File: src/rtl/red_pitaya_scope_decim_if.sv
// Sample-stream interface between the ADC equalizer, the decimator and the
// scope capture buffer. Signal names carry the decimator's own _i/_o view.
// Handshake: there is no ready; adc_dat_i is valid every cycle and
// dec_dat_o is new exactly on cycles where dec_dv_o is high.
interface red_pitaya_scope_decim_if #(
    parameter int DW = 14
) ();
    logic signed [DW-1:0] adc_dat_i;
    logic        [4:0]    cfg_dec_exp_i;
    logic                 sync_i;
    logic signed [DW-1:0] dec_dat_o;
    logic                 dec_dv_o;

    // Producer side: drives samples, configuration and sync.
    modport master (
        output adc_dat_i,
        output cfg_dec_exp_i,
        output sync_i,
        input  dec_dat_o,
        input  dec_dv_o
    );

    // Decimator side.
    modport slave (
        input  adc_dat_i,
        input  cfg_dec_exp_i,
        input  sync_i,
        output dec_dat_o,
        output dec_dv_o
    );
endinterface

File: src/rtl/red_pitaya_scope_decim.sv
// Decimating averager for the oscilloscope path. Sums non-overlapping
// windows of 2^N samples and emits one averaged (floor) sample per window
// with a single-cycle valid strobe. sync_i or an exponent change restarts
// the window phase and discards the sample of that cycle.
// Build option: define SCOPE_DECIM_AVG_EN for averaging; without it the
// block subsamples (outputs the last sample of each window) and the
// accumulator is not built. Window timing is identical in both builds.
module red_pitaya_scope_decim #(
    parameter int DW      = 14,
    parameter int EXP_MAX = 16
) (
    input  logic                   adc_clk_i,
    input  logic                   adc_rst_i,
    red_pitaya_scope_decim_if.slave dec_if
);

    localparam int AW = DW + EXP_MAX;

    logic        [4:0]         cfg_exp_q, cfg_exp_d;
    logic        [EXP_MAX-1:0] cnt_q, cnt_d;
    logic signed [DW-1:0]      dat_q, dat_d;
    logic                      dv_q, dv_d;

    logic        [4:0]         ne;
    logic        [EXP_MAX-1:0] cnt_last;
    logic                      restart;
    logic                      win_end;
    logic signed [DW-1:0]      win_dat;

    // Effective exponent: anything above EXP_MAX behaves as EXP_MAX.
    always_comb begin
        if (cfg_exp_q > 5'(EXP_MAX)) begin
            ne = 5'(EXP_MAX);
        end else begin
            ne = cfg_exp_q;
        end
    end

    // Last window position 2^ne - 1, built as a mask of ne low ones.
    always_comb begin
        cnt_last = '0;
        for (int i = 0; i < EXP_MAX; i++) begin
            if (i < int'(ne)) begin
                cnt_last[i] = 1'b1;
            end
        end
    end

    // Restart beats window end: a sync or a new exponent drops the window.
    always_comb begin
        restart = dec_if.sync_i | (dec_if.cfg_dec_exp_i != cfg_exp_q);
        win_end = !restart && (cnt_q == cnt_last);
    end

`ifdef SCOPE_DECIM_AVG_EN
    logic signed [AW-1:0] acc_q, acc_d;
    logic signed [AW-1:0] sum;

    // Running sum including the current sample; the floor-average is the
    // arithmetic shift of that sum (it always fits back into DW bits).
    always_comb begin
        sum     = acc_q + {{EXP_MAX{dec_if.adc_dat_i[DW-1]}}, dec_if.adc_dat_i};
        win_dat = DW'(sum >>> ne);
    end

    // Accumulator next state: clear on restart or window end, else add.
    always_comb begin
        acc_d = sum;
        if (restart || win_end) begin
            acc_d = '0;
        end
    end

    // Accumulator register.
    always_ff @(posedge adc_clk_i) begin
        if (adc_rst_i) begin
            acc_q <= '0;
        end else begin
            acc_q <= acc_d;
        end
    end
`else
    // Subsampling: the window result is simply its last sample.
    always_comb begin
        win_dat = dec_if.adc_dat_i;
    end
`endif

    // Window counter, exponent latch and output next state.
    always_comb begin
        cfg_exp_d = cfg_exp_q;
        cnt_d     = cnt_q + EXP_MAX'(1);
        dat_d     = dat_q;
        dv_d      = 1'b0;
        if (restart) begin
            cfg_exp_d = dec_if.cfg_dec_exp_i;
            cnt_d     = '0;
        end else if (win_end) begin
            cnt_d = '0;
            dat_d = win_dat;
            dv_d  = 1'b1;
        end
    end

    // State registers with synchronous reset.
    always_ff @(posedge adc_clk_i) begin
        if (adc_rst_i) begin
            cfg_exp_q <= '0;
            cnt_q     <= '0;
            dat_q     <= '0;
            dv_q      <= 1'b0;
        end else begin
            cfg_exp_q <= cfg_exp_d;
            cnt_q     <= cnt_d;
            dat_q     <= dat_d;
            dv_q      <= dv_d;
        end
    end

    assign dec_if.dec_dat_o = dat_q;
    assign dec_if.dec_dv_o  = dv_q;

endmodule

File: src/flat_wrapper.sv
// flat-port wrapper written by rule: the top's interface ports become plain ports
module red_pitaya_scope_decim_flat 
#(
    parameter int DW      = 14,
    parameter int EXP_MAX = 16
)
  (adc_clk_i, adc_rst_i, dec_if_adc_dat_i, dec_if_cfg_dec_exp_i, dec_if_sync_i, dec_if_dec_dat_o, dec_if_dec_dv_o);
  red_pitaya_scope_decim_if #(.DW(DW)) dec_if_i ();
  input  logic adc_clk_i;
  input  logic adc_rst_i;
  input wire logic [$bits(dec_if_i.adc_dat_i)-1:0] dec_if_adc_dat_i;
  input wire logic [$bits(dec_if_i.cfg_dec_exp_i)-1:0] dec_if_cfg_dec_exp_i;
  input wire logic [$bits(dec_if_i.sync_i)-1:0] dec_if_sync_i;
  output wire logic [$bits(dec_if_i.dec_dat_o)-1:0] dec_if_dec_dat_o;
  output wire logic [$bits(dec_if_i.dec_dv_o)-1:0] dec_if_dec_dv_o;
  assign dec_if_i.adc_dat_i = dec_if_adc_dat_i;
  assign dec_if_i.cfg_dec_exp_i = dec_if_cfg_dec_exp_i;
  assign dec_if_i.sync_i = dec_if_sync_i;
  assign dec_if_dec_dat_o = dec_if_i.dec_dat_o;
  assign dec_if_dec_dv_o = dec_if_i.dec_dv_o;
  red_pitaya_scope_decim #(.DW(DW), .EXP_MAX(EXP_MAX)) u_core (.adc_clk_i(adc_clk_i), .adc_rst_i(adc_rst_i), .dec_if(dec_if_i));
endmodule
File: config.mk
export PLATFORM = sky130hd
export DESIGN_NAME = red_pitaya_scope_decim_flat
export DESIGN_NICKNAME = d
export VERILOG_FILES = /design/src/rtl/red_pitaya_scope_decim_if.sv /design/src/rtl/red_pitaya_scope_decim.sv /design/src/flat_wrapper.sv
export SDC_FILE = /design/constraint.sdc
export NUM_CORES = 1
export LEC_CHECK = 0
export ABC_AREA = 1
export CAP_MARGIN = 20
export CORE_MARGIN = 1
export CORE_UTILIZATION = 49
export CTS_BUF_LIST = sky130_fd_sc_hd__clkbuf_8
export CTS_CLUSTER_DIAMETER = 80
export CTS_CLUSTER_SIZE = 16
export DETAILED_ROUTE_END_ITERATION = 16
export GPL_ROUTABILITY_DRIVEN = 0
export GPL_TIMING_DRIVEN = 1
export HOLD_SLACK_MARGIN = 0.12
export PLACE_DENSITY = 0.83
export REMOVE_ABC_BUFFERS = 1
export SYNTH_ARGS = -nofsm -noshare
export SYNTH_HDL_FRONTEND = slang
export SYNTH_SLANG_ARGS = --single-unit
export TNS_END_PERCENT = 50
File: constraint.sdc
create_clock -name adc_clk_i -period 1.6 [get_ports adc_clk_i]
set_input_delay 0.32 -clock adc_clk_i [delete_from_list [all_inputs] [get_ports adc_clk_i]]
set_output_delay 0.32 -clock adc_clk_i [all_outputs]
set_load 0.1 [all_outputs]
==> impl_metrics.ini <==
[layout]
fin_cells = 457
multiInputGateArea_um2 = 1358
antenna_cells = 0
ff_latch_area_um2 = 733.2
synthToLayoutAreaGrowth_pct = 55.96
drive_above_1_share_pct = 32.19
num-nets-final = 429
nFillCells = 213

[logic_synthesis]
synth_top_cell_by_area = dfxtp_1
yosys_warnings = 0
syn_avg_cell_area_um2 = 6.556
synth_area_leaders = dfxtp_1 34%, nand2_1 18%, nand3_1 8.7%
yosys_register_bits = 36
yosys-mux-area-fraction_pct = 0
synthAdderAreaFrac_pct = 0.5872
syn_inst = 325
synth_top_family_by_area = simple AND/OR/NAND/NOR gates
synth_compound_area_share_pct = 0
ys_seq_area_share_pct = 33.82
yosysUniqueCellTypes = 21
synth_top_area_share_pct = 33.82
synth_xor_area_share_pct = 7.810
syn_area_um2 = 2131
synthSimpleGateAreaFrac_pct = 47.74

[drt]
viasPerCell = 6.306
detail_route.wirelength_um = 9060
dr.pass1.iters = 9
drcViolationCount = 0
ant_nets = 0
drt_iter0_markers = 644
vias = 2882
wl_per_cell_um = 19.82

[worst_setup_path]
crit_path_end_kind = flip-flop
reg2reg_slack_ns = -0.51
cp.required_ns = 1.78
worstSetupStartpointType = flip-flop
cp_max_fo = 9
r2r_end = u_core.dec_if.dec_dat_o[10]
rr_startpoint = u_core.cfg_exp_q[4]
rr_worst_depth = 13
worstPathArrival_ns = 2.29
path_cells = nor2_4, nand2_2, nand2_2, nand2_4, inv_1, nand2_1, nor2_1, nand2_1, nor2_2, nand3_4, buf_6, nand3_1, nand2_1
critPathSlowestCell = dfxtp_4
crit_type = flip-flop to flip-flop
path_buf_inv = 2
cp_common_cell = nand2_1
path_delay_family = simple AND/OR/NAND/NOR gates
slowest_delay_ns = 0.39

[grt]
first_global_vias = 2224
antenna_found_initial = 0
grt_max_degree = 29
overflow = 0
grt_pass1_wl_um = 10160
grt_use_total_pct = 30.00

[sta]
hold_viol_final = 0
fmax_mhz = 474.0
rsz0062_at_grt = true
finalClockSkew_ns = 0.01062
worst_slew_pin_slew_ns = 0.3685
whs_ns = 0.5103
setup_violations = 31
maxSlewViolCount = 0
period_needed_ns = 2.109
fin_ws_ns = -0.5095
finalCritPeriodShare_pct = 131.8
relSlewSlack_pct = 75.40

[clocking]
numCtsBuffers = 5
clk_pin_slew_ns = 0.08
cts_max_level = 2
clk_path_buf_depth = 2
holdBufCountCts = 0
cts_sinks = 36
cts_tree = built
clock-root-buffer = clkbuf_8
insertion_delay_ns = 0.30

[floorplanning]
start_util_pct = 52.14
fp.coreArea_um2 = 4086
dieArea_um2 = 4617
floorplan.rows = 23
dieWidth_um = 67.95
num_io_pins = 37
die_y_um = 67.95

[power_and_ir_drop]
power.density_nw_per_um2 = 644.8
vdd_ir_drop_max_mv = 0.5746
leakage_nw = 1.445

[status]
outcome = finished with violations
violations = negative setup slack

[placed_design]
hpwl_um = 4538
portBuffers = 36
place_ws_ns = -0.5148
place_inst = 444

[job]
drv_cap = 0

[min_path]
hold_path_depth = 2
worstHoldStart = u_core.dec_if.dec_dat_o[8]
holdCritPathClass = flip-flop to flip-flop
holdPathEnd = u_core.dec_if.dec_dat_o[8]
==> final cells by class <==
type	instances	share of cell area [%]
repair buffers	82	27.52
well taps	50	1.883
flip-flops and latches	36	22.06
multi-input cells	243	40.85
clock inverters	3	1.167
inverters	38	4.443
clock buffers	5	2.071
==> routing by layer <==
| layer | part of all wire (%) | track usage [%] | vias to the layer above |
|---|---|---|---|
| met1 | 34 | 35.35 | 1296 |
| met3 | 12 | 6.667 | 96 |
| met4 | 8.4 | 15.63 | 0 |
| li1 | - | - | 1190 |
| met5 | 0 | 0 | - |
| met2 | 45 | 50.37 | 300 |
==> logic make-up (layout without fill, tap and decap cells) <==
family / Yosys count / count (layout)
AND/OR/NAND/NOR: 222 / 223
buffers and inverters: 47 / 128
flip-flops: 36 / 36
adder cells (fa/ha/maj): 1 / 1
XOR/XNOR: 19 / 19
==> worst reg2reg max path, cell delays in order (launching register included) <==
cell     delay [ns]
dfxtp_4        0.39
nor2_4         0.21
nand2_2        0.11
nand2_2        0.09
nand2_4        0.07
inv_1          0.08
nand2_1        0.05
nor2_1         0.14
nand2_1        0.11
nor2_2         0.21
nand3_4        0.17
buf_6          0.19
nand3_1        0.09
nand2_1        0.10
==> metrics by stage <==
step / area [µm²] / power (mW) / utilization, % / setup TNS [ns]
after floorplan: 2062 / 1.087 / - / -9.472
after global placement: 2975 / 1.228 / 72.81 / -11.95
after detailed placement: 2975 / 1.237 / 72.81 / -14.20
after CTS: 3143 / 2.017 / 76.91 / -3.848
after global routing: 3323 / 2.209 / 81.32 / -15.61
final: 3323 / 2.143 / 81.32 / -12.50
==> timing repair <==
item                       in CTS  in global routing
setup endpoints to repair      31                 31
cloned                          1                  1
resized for setup              21                 36
pin swaps                       4                 22
buffers inserted                0                  3
==> registers in the layout, summed over array words and instances, names as in the netlist <==
| name | flops |
|---|---|
| u_core.cnt_q | 16 |
| u_core.dec_if.dec_dat_o | 14 |
| u_core.cfg_exp_q | 5 |
| u_core.dec_if.dec_dv_o | 1 |
==> layout by cell type, fill, tap and decap left out, drive strengths merged <==
cell type / instances
clkdlybuf4s50: 19
nand3b: 1
nand3: 41
dlygate4sd2: 2
nand2: 104
clkinv: 1
xnor2: 2
nor4: 2
nor2: 53
ha: 1
clkbuf: 6
buf: 60
nand4: 18
nor3: 4
bufinv: 1
xor2: 17
dfxtp: 36
inv: 39
==> power breakdown <==
part	internal (mW)	total (mW)	switching [mW]
Clock	0.457	0.809	0.352
Combinational	0.168	0.417	0.249
Sequential	0.901	0.917	0.0164
==> Yosys cell counts <==
master    instances
buf_6             4
inv_1            34
nor2_2           16
xnor2_1           2
inv_4             1
nand3_1          37
nand2_1         102
nand3b_1          1
nand3_2           1
dfxtp_1          36
nand4_1          18
inv_2             3
ha_1              1
nand3_4           2
nor3_1            4
buf_1             1
xor2_1           17
nor4_1            2
nor2_1           37
nand2_2           2
buf_2             4
==> worst max path at each step <==
stage,start,end,slack (ns),cells after the start
after floorplan,u_core.cfg_exp_q[4],u_core.cnt_q[0],-0.37,8
after global placement,dec_if_cfg_dec_exp_i[3],u_core.dec_if.dec_dat_o[7],-0.40,13
after detailed placement,dec_if_cfg_dec_exp_i[1],u_core.dec_if.dec_dat_o[3],-0.51,13
after CTS,u_core.cfg_exp_q[3],u_core.dec_if.dec_dat_o[3],-0.17,13
after global routing,u_core.cfg_exp_q[1],u_core.dec_if.dec_dat_o[10],-0.70,11
final,u_core.cfg_exp_q[4],u_core.dec_if.dec_dat_o[10],-0.51,13
Power figures use the tool's default switching activity.
